$ cat src/rtl/medfilt_window_ctrl_pkg.sv
// Shared types for the 3x3 median-filter window controller and its testbench.
package medfilt_pkg;

  typedef enum logic [2:0] {
    IDLE,
    ROW,
    PADCOL,
    PADROW,
    DONE
  } ctrl_state_e;

  // Value the datapath injects into the window whenever pad_ins is high.
  localparam logic [7:0] PAD_VALUE = 8'd0;

  typedef struct packed {
    logic top;
    logic bot;
    logic left;
    logic right;
  } win_flags_t;

endpackage

$ cat src/rtl/medfilt_window_ctrl_if.sv
// Pixel handshake plus line-buffer/window control bundle between the sequencer and its datapath.
interface medfilt_window_ctrl_if #(
  parameter int IMG_WIDTH = 640,
  parameter int COL_W     = $clog2(IMG_WIDTH + 1)
);
  logic             s_valid;
  logic             s_sof;
  logic             s_ready;
  logic [COL_W-1:0] lb_addr;
  logic             lb_wr_en;
  logic             lb_sel;
  logic             win_shift;
  logic             pad_ins;
  logic             win_valid;
  logic             win_top;
  logic             win_bot;
  logic             win_left;
  logic             win_right;
  logic             frame_done;
  logic             err_sof;

  modport master (
    output s_valid, s_sof,
    input  s_ready, lb_addr, lb_wr_en, lb_sel, win_shift, pad_ins, win_valid,
           win_top, win_bot, win_left, win_right, frame_done, err_sof
  );

  modport slave (
    input  s_valid, s_sof,
    output s_ready, lb_addr, lb_wr_en, lb_sel, win_shift, pad_ins, win_valid,
           win_top, win_bot, win_left, win_right, frame_done, err_sof
  );
endinterface

$ cat src/rtl/medfilt_window_ctrl_pos_counter.sv
// Column/row position counters for the window sequencer, with terminal-count flags
// marking the last real column and the last real row.
module medfilt_pos_counter #(
  parameter int IMG_WIDTH  = 640,
  parameter int IMG_HEIGHT = 480,
  parameter int COL_W      = $clog2(IMG_WIDTH + 1),
  parameter int ROW_W      = $clog2(IMG_HEIGHT + 1)
) (
  input  logic             clk,
  input  logic             rst,
  input  logic             col_en,
  input  logic             col_clr,
  input  logic             row_en,
  input  logic             row_clr,
  output logic [COL_W-1:0] col,
  output logic [ROW_W-1:0] row,
  output logic             col_tc,
  output logic             row_tc
);
  localparam logic [COL_W-1:0] COL_MAX = COL_W'(IMG_WIDTH);
  localparam logic [ROW_W-1:0] ROW_MAX = ROW_W'(IMG_HEIGHT);

  // Clear wins; clear together with enable lands on 1 so a restarting pixel counts as column 0.
  always_ff @(posedge clk or posedge rst) begin
    if (rst) begin
      col <= '0;
    end else if (col_clr) begin
      col <= col_en ? COL_W'(1) : '0;
    end else if (col_en) begin
      col <= (col == COL_MAX) ? '0 : col + 1'b1;
    end
  end

  always_ff @(posedge clk or posedge rst) begin
    if (rst) begin
      row <= '0;
    end else if (row_clr) begin
      row <= '0;
    end else if (row_en) begin
      row <= (row == ROW_MAX) ? '0 : row + 1'b1;
    end
  end

  assign col_tc = (col == COL_W'(IMG_WIDTH - 1));
  assign row_tc = (row == ROW_W'(IMG_HEIGHT - 1));

endmodule

$ cat src/rtl/medfilt_window_ctrl.sv
// Frame sequencer for the 3x3 median-filter front end: walks the raster, steers the
// line buffers and window register, and tags each real window centre with border flags.
module medfilt_window_ctrl
  import medfilt_pkg::*;
#(
  parameter int IMG_WIDTH  = 640,
  parameter int IMG_HEIGHT = 480,
  parameter int COL_W      = $clog2(IMG_WIDTH + 1),
  parameter int ROW_W      = $clog2(IMG_HEIGHT + 1)
) (
  input  logic                 clk,
  input  logic                 rst,
  medfilt_window_ctrl_if.slave bus
);
  ctrl_state_e      state, state_n;
  logic [COL_W-1:0] col, lb_addr;
  logic [ROW_W-1:0] row;
  logic             col_tc, row_tc, col_en, col_clr, row_en, row_clr;
  logic             s_ready, accept, restart, sel_tgl, sel_clr, lb_sel;
  logic             win_shift, pad_ins, lb_wr_en, frame_done, err_sof;
  logic             valid_d, win_valid_q;
  win_flags_t       flags_d, flags_q;

  medfilt_pos_counter #(
    .IMG_WIDTH (IMG_WIDTH),
    .IMG_HEIGHT(IMG_HEIGHT),
    .COL_W     (COL_W),
    .ROW_W     (ROW_W)
  ) u_pos (
    .clk    (clk),
    .rst    (rst),
    .col_en (col_en),
    .col_clr(col_clr),
    .row_en (row_en),
    .row_clr(row_clr),
    .col    (col),
    .row    (row),
    .col_tc (col_tc),
    .row_tc (row_tc)
  );

  assign s_ready = (state == IDLE) || (state == ROW);
  assign accept  = bus.s_valid && s_ready;

  always_ff @(posedge clk or posedge rst) begin
    if (rst) state <= IDLE;
    else     state <= state_n;
  end

  always_comb begin
    state_n    = state;
    win_shift  = 1'b0;
    pad_ins    = 1'b0;
    lb_wr_en   = 1'b0;
    lb_addr    = col;
    frame_done = 1'b0;
    err_sof    = 1'b0;
    col_en     = 1'b0;
    col_clr    = 1'b0;
    row_en     = 1'b0;
    row_clr    = 1'b0;
    sel_tgl    = 1'b0;
    sel_clr    = 1'b0;
    restart    = 1'b0;
    case (state)
      IDLE: restart = accept && bus.s_sof;
      ROW: begin
        if (accept && bus.s_sof) begin
          restart = 1'b1;
          err_sof = (row != '0) || (col != '0);
        end else if (accept) begin
          win_shift = 1'b1;
          lb_wr_en  = 1'b1;
          col_en    = 1'b1;
          if (col_tc) state_n = PADCOL;
        end
      end
      PADCOL: begin
        win_shift = 1'b1;
        pad_ins   = 1'b1;
        col_clr   = 1'b1;
        row_en    = 1'b1;
        sel_tgl   = 1'b1;
        state_n   = row_tc ? PADROW : ROW;
      end
      PADROW: begin
        win_shift = 1'b1;
        pad_ins   = 1'b1;
        col_en    = 1'b1;
        if (col == COL_W'(IMG_WIDTH)) state_n = DONE;
      end
      DONE: begin
        frame_done = 1'b1;
        col_clr    = 1'b1;
        row_clr    = 1'b1;
        sel_clr    = 1'b1;
        state_n    = IDLE;
      end
      default: state_n = IDLE;
    endcase
    // A start-of-frame pixel, from IDLE or mid-frame, is written and shifted in as the new (0,0).
    if (restart) begin
      win_shift = 1'b1;
      lb_wr_en  = 1'b1;
      lb_addr   = '0;
      col_clr   = 1'b1;
      col_en    = 1'b1;
      row_clr   = 1'b1;
      sel_clr   = 1'b1;
      state_n   = ROW;
    end
  end

  always_ff @(posedge clk or posedge rst) begin
    if (rst)          lb_sel <= 1'b0;
    else if (sel_clr) lb_sel <= 1'b0;
    else if (sel_tgl) lb_sel <= ~lb_sel;
  end

  // A shift at (r,c) centres the window on (r-1,c-1), so only r,c >= 1 yields a real pixel.
  assign valid_d = win_shift && !restart && (row != '0) && (col != '0);

  always_comb begin
    flags_d = '0;
    if (valid_d) begin
      flags_d.top   = (row == ROW_W'(1));
      flags_d.bot   = (row == ROW_W'(IMG_HEIGHT));
      flags_d.left  = (col == COL_W'(1));
      flags_d.right = (col == COL_W'(IMG_WIDTH));
    end
  end

  always_ff @(posedge clk or posedge rst) begin
    if (rst) begin
      win_valid_q <= 1'b0;
      flags_q     <= '0;
    end else begin
      win_valid_q <= valid_d;
      flags_q     <= flags_d;
    end
  end

  assign bus.s_ready    = s_ready;
  assign bus.lb_addr    = lb_addr;
  assign bus.lb_wr_en   = lb_wr_en;
  assign bus.lb_sel     = lb_sel;
  assign bus.win_shift  = win_shift;
  assign bus.pad_ins    = pad_ins;
  assign bus.win_valid  = win_valid_q;
  assign bus.win_top    = flags_q.top;
  assign bus.win_bot    = flags_q.bot;
  assign bus.win_left   = flags_q.left;
  assign bus.win_right  = flags_q.right;
  assign bus.frame_done = frame_done;
  assign bus.err_sof    = err_sof;

endmodule
$ cat src/flat_wrapper.sv
// flat-port wrapper written by rule: the top's interface ports become plain ports
module medfilt_window_ctrl_flat import medfilt_pkg::*;
#(
  parameter int IMG_WIDTH  = 640,
  parameter int IMG_HEIGHT = 480,
  parameter int COL_W      = $clog2(IMG_WIDTH + 1),
  parameter int ROW_W      = $clog2(IMG_HEIGHT + 1)
)
  (clk, rst, bus_s_valid, bus_s_sof, bus_s_ready, bus_lb_addr, bus_lb_wr_en, bus_lb_sel, bus_win_shift, bus_pad_ins, bus_win_valid, bus_win_top, bus_win_bot, bus_win_left, bus_win_right, bus_frame_done, bus_err_sof);
  medfilt_window_ctrl_if #(.IMG_WIDTH(IMG_WIDTH), .COL_W(COL_W)) bus_i ();
  input  logic clk;
  input  logic rst;
  input wire logic [$bits(bus_i.s_valid)-1:0] bus_s_valid;
  input wire logic [$bits(bus_i.s_sof)-1:0] bus_s_sof;
  output wire logic [$bits(bus_i.s_ready)-1:0] bus_s_ready;
  output wire logic [$bits(bus_i.lb_addr)-1:0] bus_lb_addr;
  output wire logic [$bits(bus_i.lb_wr_en)-1:0] bus_lb_wr_en;
  output wire logic [$bits(bus_i.lb_sel)-1:0] bus_lb_sel;
  output wire logic [$bits(bus_i.win_shift)-1:0] bus_win_shift;
  output wire logic [$bits(bus_i.pad_ins)-1:0] bus_pad_ins;
  output wire logic [$bits(bus_i.win_valid)-1:0] bus_win_valid;
  output wire logic [$bits(bus_i.win_top)-1:0] bus_win_top;
  output wire logic [$bits(bus_i.win_bot)-1:0] bus_win_bot;
  output wire logic [$bits(bus_i.win_left)-1:0] bus_win_left;
  output wire logic [$bits(bus_i.win_right)-1:0] bus_win_right;
  output wire logic [$bits(bus_i.frame_done)-1:0] bus_frame_done;
  output wire logic [$bits(bus_i.err_sof)-1:0] bus_err_sof;
  assign bus_i.s_valid = bus_s_valid;
  assign bus_i.s_sof = bus_s_sof;
  assign bus_s_ready = bus_i.s_ready;
  assign bus_lb_addr = bus_i.lb_addr;
  assign bus_lb_wr_en = bus_i.lb_wr_en;
  assign bus_lb_sel = bus_i.lb_sel;
  assign bus_win_shift = bus_i.win_shift;
  assign bus_pad_ins = bus_i.pad_ins;
  assign bus_win_valid = bus_i.win_valid;
  assign bus_win_top = bus_i.win_top;
  assign bus_win_bot = bus_i.win_bot;
  assign bus_win_left = bus_i.win_left;
  assign bus_win_right = bus_i.win_right;
  assign bus_frame_done = bus_i.frame_done;
  assign bus_err_sof = bus_i.err_sof;
  medfilt_window_ctrl #(.IMG_WIDTH(IMG_WIDTH), .IMG_HEIGHT(IMG_HEIGHT), .COL_W(COL_W), .ROW_W(ROW_W)) u_core (.clk(clk), .rst(rst), .bus(bus_i));
endmodule
$ cat config.mk
export PLATFORM = sky130hd
export DESIGN_NAME = medfilt_window_ctrl_flat
export DESIGN_NICKNAME = d
export VERILOG_FILES = /design/src/rtl/medfilt_window_ctrl_pkg.sv /design/src/rtl/medfilt_window_ctrl_if.sv /design/src/rtl/medfilt_window_ctrl_pos_counter.sv /design/src/rtl/medfilt_window_ctrl.sv /design/src/flat_wrapper.sv
export SDC_FILE = /design/constraint.sdc
export NUM_CORES = 1
export LEC_CHECK = 0
export BUFFER_PORTS_ARGS = -buffer_cell sky130_fd_sc_hd__buf_2
export CORE_MARGIN = 10
export CORE_UTILIZATION = 50
export DETAILED_ROUTE_END_ITERATION = 8
export PLACE_DENSITY = 0.71
export SLEW_MARGIN = 25
export SYNTH_ARGS = -nofsm -noshare
export SYNTH_HDL_FRONTEND = slang
export SYNTH_SLANG_ARGS = --single-unit
$ cat constraint.sdc
create_clock -name clk -period 5.4 [get_ports clk]
set_clock_uncertainty 0.15 [all_clocks]
set_input_delay 0.27 -clock clk [delete_from_list [all_inputs] [get_ports clk]]
set_output_delay 0.27 -clock clk [all_outputs]
set_load 0.02 [all_outputs]
### After elaboration in Yosys (flattened, before gate mapping)

Index checks and enable logic that the tools add are counted.

| storage, ports and cells | value |
|---|---|
| register bits | 28 |
| input bits | 4 |
| output and inout bits | 22 |
| word-level logic and storage cells | 79 |

| cells by class | value |
|---|---|
| add/sub/neg operators | 2 |
| equality and inequality tests | 15 |
| multiplexer cells | 36 |
| bitwise operators | 1 |
| reduce and logical (&&, ||, !) cells | 16 |

Operators by type and width:

| cell | number |
|---|---|
| 2-to-1 mux 10 bit | 4 |
| 2-to-1 mux 9 bit | 3 |
| == test 10 bit, second input constant | 2 |
| == test 9 bit, second input constant | 2 |
| 2-to-1 mux 1 bit | 18 |
| 2-to-1 mux 3 bit | 5 |
| case mux 3 bit (4 select lines) | 1 |
| adder 10 x 1 -> 10 bit, second input constant | 1 |
| == test 10 x 1 -> 1 bit, second input constant | 1 |
| nonzero test 10 bit | 1 |
| adder 9 x 1 -> 9 bit, second input constant | 1 |
| == test 9 x 1 -> 1 bit, second input constant | 1 |
| != test 3 x 1 -> 1 bit, second input constant | 3 |
| nonzero test 9 bit | 1 |
| == test 3 x 2 -> 1 bit, second input constant | 2 |
| case mux 1 bit (2 select lines) | 3 |
| logical AND 1 bit | 5 |
| AND reduction 5 bit | 1 |
| 2-to-1 mux 4 bit | 1 |
| nonzero test 2 bit | 2 |
| OR reduction 2 bit | 2 |
| == test 3 x 1 -> 1 bit, second input constant | 1 |
| == test 3 bit, second input constant | 1 |
| zero test 3 bit | 1 |
| other kinds (6) | 7 |

### Depth between registers and ports, before layout

| logic depth | value |
|---|---|
| word-level depth | 11 |
| depth in mapped cells | 6 |
| gate-level depth less buffers | 6 |

### Hierarchy

From an unflattened synthesis, not the netlist that was laid out.

| unflattened totals | value |
|---|---|
| cell total of the unflattened synthesis | 189 |
| area total of the unflattened synthesis | 1710.4 sq um |

Modules (own cells, without submodules):

| module | times used | cells each | area an instance (sq um) | sequential area each (sq um) |
|---|---|---|---|---|
| medfilt_pos_counter | 1 | 116 | 1102.3 | 475.5 |
| medfilt_window_ctrl | 1 | 73 | 608.1 | 225.2 |

### Worst setup path before layout

Ideal clock, no wire load.

| timing path | value |
|---|---|
| path kind | register -> register |
| from | reg u_core.state[1] |
| to | reg u_core.u_pos.row[8] |
| library setup time | 0.078 ns |
| data arrival time | 1.565 ns |
| data required time | 5.172 ns |
| slack | 3.606 ns |
| cell stages (with the launch flop) | 6 |
| buffers on the path | 0 |
| clock period less this slack | 1.794 ns |
| path through | dfrtp_1 > or3b_4 > inv_2 > o311ai_1 > or3_1 > a21oi_1 |

| between the ends | value |
|---|---|
| elaborated cells on any way between the ends | 14 |
| classes of those cells | eq/ne: 3; mux: 6; reduce/logical: 5 |

RTL lines:

| what | RTL line | text |
|---|---|---|
| from (decl) | medfilt_window_ctrl.sv:15 | `ctrl_state_e state, state_n;` |
| from (signal assigned) | medfilt_window_ctrl.sv:47 | `else state <= state_n;` |
| == test 3 bit * | n/a |  |
| 2-to-1 mux 1 bit * | n/a |  |
| net bus_frame_done | flat_wrapper.sv:26 | `output wire logic [$bits(bus_i.frame_done)-1:0] bus_frame_done;` |
| 2-to-1 mux 1 bit * | medfilt_window_ctrl.sv:102 | `if (restart) begin` |
| 2-to-1 mux 9 bit or nonzero test 2 bit (tied branches) | n/a |  |
| to (signal assigned) | medfilt_window_ctrl_pos_counter.sv:40 | `row <= (row == ROW_MAX) ? '0 : row + 1'b1;` |
| to (decl) | medfilt_window_ctrl_pos_counter.sv:16 | `output logic [ROW_W-1:0] row,` |

The timed path passes the listed nets; every way through them passes the cells marked *.
A chain may end at the register's enable or synchronous reset.

### Final worst setup path

| timing path | value |
|---|---|
| from | reg u_core.state[1] |
| to | out bus_lb_addr[6] |

| between the ends | value |
|---|---|
| cells in the longest elaborated chain, start to end | 7 |
| elaborated cells on any way between the ends | 8 |
| classes of those cells | eq/ne: 1; mux: 3; reduce/logical: 4 |

Ends and longest elaborated chain:

| what | RTL line | text |
|---|---|---|
| == test 3 x 1 -> 1 bit or zero test 3 bit (tied branches) | medfilt_window_ctrl.sv:42, medfilt_window_ctrl.sv:65 |  |
| logical OR 1 bit | medfilt_window_ctrl.sv:42 | `assign s_ready = (state == IDLE) \|\| (state == ROW);` |
| logical AND 1 bit | medfilt_window_ctrl.sv:43 | `assign accept = bus.s_valid && s_ready;` |
| logical AND 1 bit | medfilt_window_ctrl.sv:66, medfilt_window_ctrl.sv:68 |  |
| 2-to-1 mux 1 bit | medfilt_window_ctrl.sv:68 | `if (accept && bus.s_sof) begin` |
| case mux 1 bit (2 select lines) * | medfilt_window_ctrl.sv:65 | `case (state)` |
| 2-to-1 mux 10 bit * | medfilt_window_ctrl.sv:102 |  |
| to (decl) | flat_wrapper.sv:16 | `output wire logic [$bits(bus_i.lb_addr)-1:0] bus_lb_addr;` |

Every way passes the cells marked *; elsewhere a longest branch is shown, timed or not.

==> flow_summary.json <==
{
  "start_util_pct": 51.75,
  "critPathCaptureType": "primary output",
  "yosysSeqAreaShare_pct": 40.26,
  "cp_max_fo": 15,
  "dieWidth_um": 79,
  "syn_inst": 186,
  "async_reset_ff_share_pct": 100.0,
  "worst_pin_slew_ns": 0.6082,
  "tns_ns": 0,
  "drive_gt1_share_pct": 20.10,
  "htreeDepth": 1,
  "num_vias": 1485,
  "outcome": "completed",
  "grt_pass1_vias": 1425,
  "overflow": 0,
  "synth-adder-area-share_pct": 4.313,
  "worst_path_max_delay_cell": "nand4bb_1",
  "synth.most_common_cell": "dfrtp_1",
  "placementRows": 21,
  "dp_hpwl_um": 3026,
  "yosys.area_share.simple_pct": 30.98,
  "synth_flop_cell": "dfrtp_1",
  "period_minus_slack_ns": 2.474,
  "final_cell_count_no_fill": 255,
  "max_stage_delay_ns": 0.65,
  "synthTopCellsByArea": "dfrtp_1, ha_1, and2_1, nand2_1, nor2_1",
  "ios": 26,
  "leakagePower_nw": 0.9044,
  "synth_top_area_cell": "dfrtp_1",
  "track_usage_pct": 13.31,
  "synth_nets": 196,
  "cts_tree": "done",
  "dieArea_um2": 6241,
  "via_per_inst": 5.824,
  "synth-xor-area-share_pct": 4.026,
  "clk_latency_ns": 0.32,
  "min_period_over_period_pct": 45.82,
  "final_net_count": 220,
  "ir_drop_mv": 0.09910,
  "synth_top_family_by_area": "simple AND/OR/NAND/NOR gates",
  "start_kind": "register",
  "wirelength_um": 3989,
  "synth.cell_area_um2": 1740,
  "clock_path_buffers": 2,
  "hold_viol": 0,
  "antenna_found_initial": 0,
  "die_y_um": 79,
  "rsz0062_at_grt": "false",
  "place_inst": 250,
  "drc": 0,
  "postCtsSetupBuffers": 0,
  "syn_avg_cell_area_um2": 9.357,
  "grt_max_degree": 29,
  "coreArea_um2": 3363,
  "drtPass1Iterations": 4,
  "synth_edf_count": 0,
  "diodes": 0,
  "cp.required_ns": 4.98,
  "clkTransAtPathRegs_ns": 0.15,
  "path_cells": "nand4bb_1, and2_1, buf_2",
  "port_buffers": 25,
  "yosys_warnings": 0,
  "synth_mux_area_share_pct": 0,
  "grt_pass1_wl_um": 7010,
  "numCtsBuffers": 3,
  "worstPathArrival_ns": 2.05,
  "wl_per_cell_um": 15.64,
  "setup_viol": 0,
  "relSlewSlack_pct": 59.22,
  "fmax_ghz": 0.4042,
  "synth_compound_area_share_pct": 16.10,
  "drt_iter0_markers": 202,
  "yosys.area.top_type_share_pct": 40.26,
  "crit_type": "register to primary output",
  "maxSlewViolCount": 0,
  "cts-root-buf": "clkbuf_4",
  "ys_ff_latch": 28,
  "yosysUniqueCellTypes": 51,
  "drtAntennaViolNets": 0,
  "synth.top_cells.by_count": "dfrtp_1, nand2_1, nor2_1, and2_1, inv_1",
  "area_delta_synth_final_pct": 10.78,
  "power_density_nw_per_um2": 214.7,
  "gp_congestion": 1.005,
  "cts_sinks": 28,
  "drv_cap": 0,
  "hold_path_class": "input pin to register"
}
[per-stage QoR]
step / power [mW] / area (um^2) / worst slack, ns / hold WS (ns) / utilization, %
after floorplan: 0.2913 / 1740 / 3.606 / 0.1854 / -
after global placement: 0.3136 / 1882 / 3.333 / 0.3256 / 55.95
after detailed placement: 0.3160 / 1882 / 3.258 / 0.3239 / 55.95
after CTS: 0.4197 / 1918 / 2.913 / 0.04562 / 57.03
after global routing: 0.4413 / 1928 / 2.782 / 0.2363 / 57.33
final: 0.4140 / 1928 / 2.926 / 0.2039 / 57.33
[state kept, by name, summed over array words and instances, names as in the netlist]
name,cells
u_core.bus.lb_sel,1
u_core.bus.win_bot,1
u_core.bus.win_left,1
u_core.bus.win_right,1
u_core.bus.win_top,1
u_core.bus.win_valid,1
u_core.state,3
u_core.u_pos.col,10
u_core.u_pos.row,9
[worst paths after layout]
check                                   from                  end  slack [ns]  depth (start not counted)
hold reg to reg            u_core.bus.lb_sel    u_core.bus.lb_sel        0.34                          1
max in group asynchronous                rst      u_core.state[2]        4.35                          3
setup reg to reg             u_core.state[1]  u_core.u_pos.row[5]        3.25                          4
hold / removal                     bus_s_sof      u_core.state[0]        0.20                          3
min in group asynchronous                rst  u_core.bus.win_left        0.37                          3
setup / recovery             u_core.state[1]       bus_lb_addr[6]        2.93                          3
[layout by cell type, fill, tap and decap left out, types with 4 or more instances in the layout]
cell | Yosys | final
a21oi_1 | 7 | 7
and2_1 | 11 | 11
and3_1 | 6 | 6
and4_1 | 4 | 4
buf_2 | 0 | 25
dfrtp_1 | 28 | 28
ha_1 | 6 | 6
inv_1 | 8 | 7
nand2_1 | 15 | 15
nand3_1 | 7 | 7
nand4_1 | 4 | 4
nor2_1 | 14 | 14
nor3_1 | 4 | 4
nor3b_1 | 4 | 4
o31ai_1 | 6 | 6
or4_1 | 4 | 4
xor2_1 | 5 | 5
[logic make-up (layout without fill, tap and decap cells)]
logic type / Yosys count / in the layout
fa+ha+maj: 6 / 6
buf+inv: 16 / 39
simple gates: 90 / 90
flops: 28 / 28
compound gates: 38 / 38
xor+xnor: 8 / 8
[layer usage]
layer	routed length (um)	vias to the layer above	GRT usage [%]
met5	0	-	0
met1	1969	708	19.43
met2	1723	43	19.25
li1	-	730	-
met3	250	4	2.590
met4	45	0	3.763
[final cells by class]
| cell class | count | area [um^2] |
|---|---|---|
| Inverter | 9 | 33.78 |
| Fill cell | 317 | 1435 |
| Multi-Input combinational cell | 142 | 964.7 |
| Clock buffer | 4 | 36.28 |
| Sequential cell | 28 | 700.7 |
| Tap cell | 46 | 57.56 |
| Timing Repair Buffer | 26 | 135.1 |
[where the power goes]
| part | leakage [nW] | switching, mW | internal [mW] | total, mW |
|---|---|---|---|---|
| clock network | 0.0210 | 0.0607 | 0.0412 | 0.102 |
| registers | 0.381 | 0.0187 | 0.219 | 0.238 |
| logic | 0.503 | 0.0468 | 0.0276 | 0.0744 |
| total | 0.904 | 0.126 | 0.288 | 0.414 |
[worst max-delay path: cells and delay by family, from the launching register on]
kind                   cells  cell delay, ns
flip-flops                 1            0.53
buffers and inverters      1            0.16
AND/OR/NAND/NOR            2            1.04
[repair_timing]
action | 4_1_cts | 5_1_grt
endpoints found under the hold margin | 0 | 28
gates resized for setup | 0 | 0
hold buffers | 0 | 1
endpoints found under the setup margin | 0 | 0
Power figures use the tool's default switching activity.
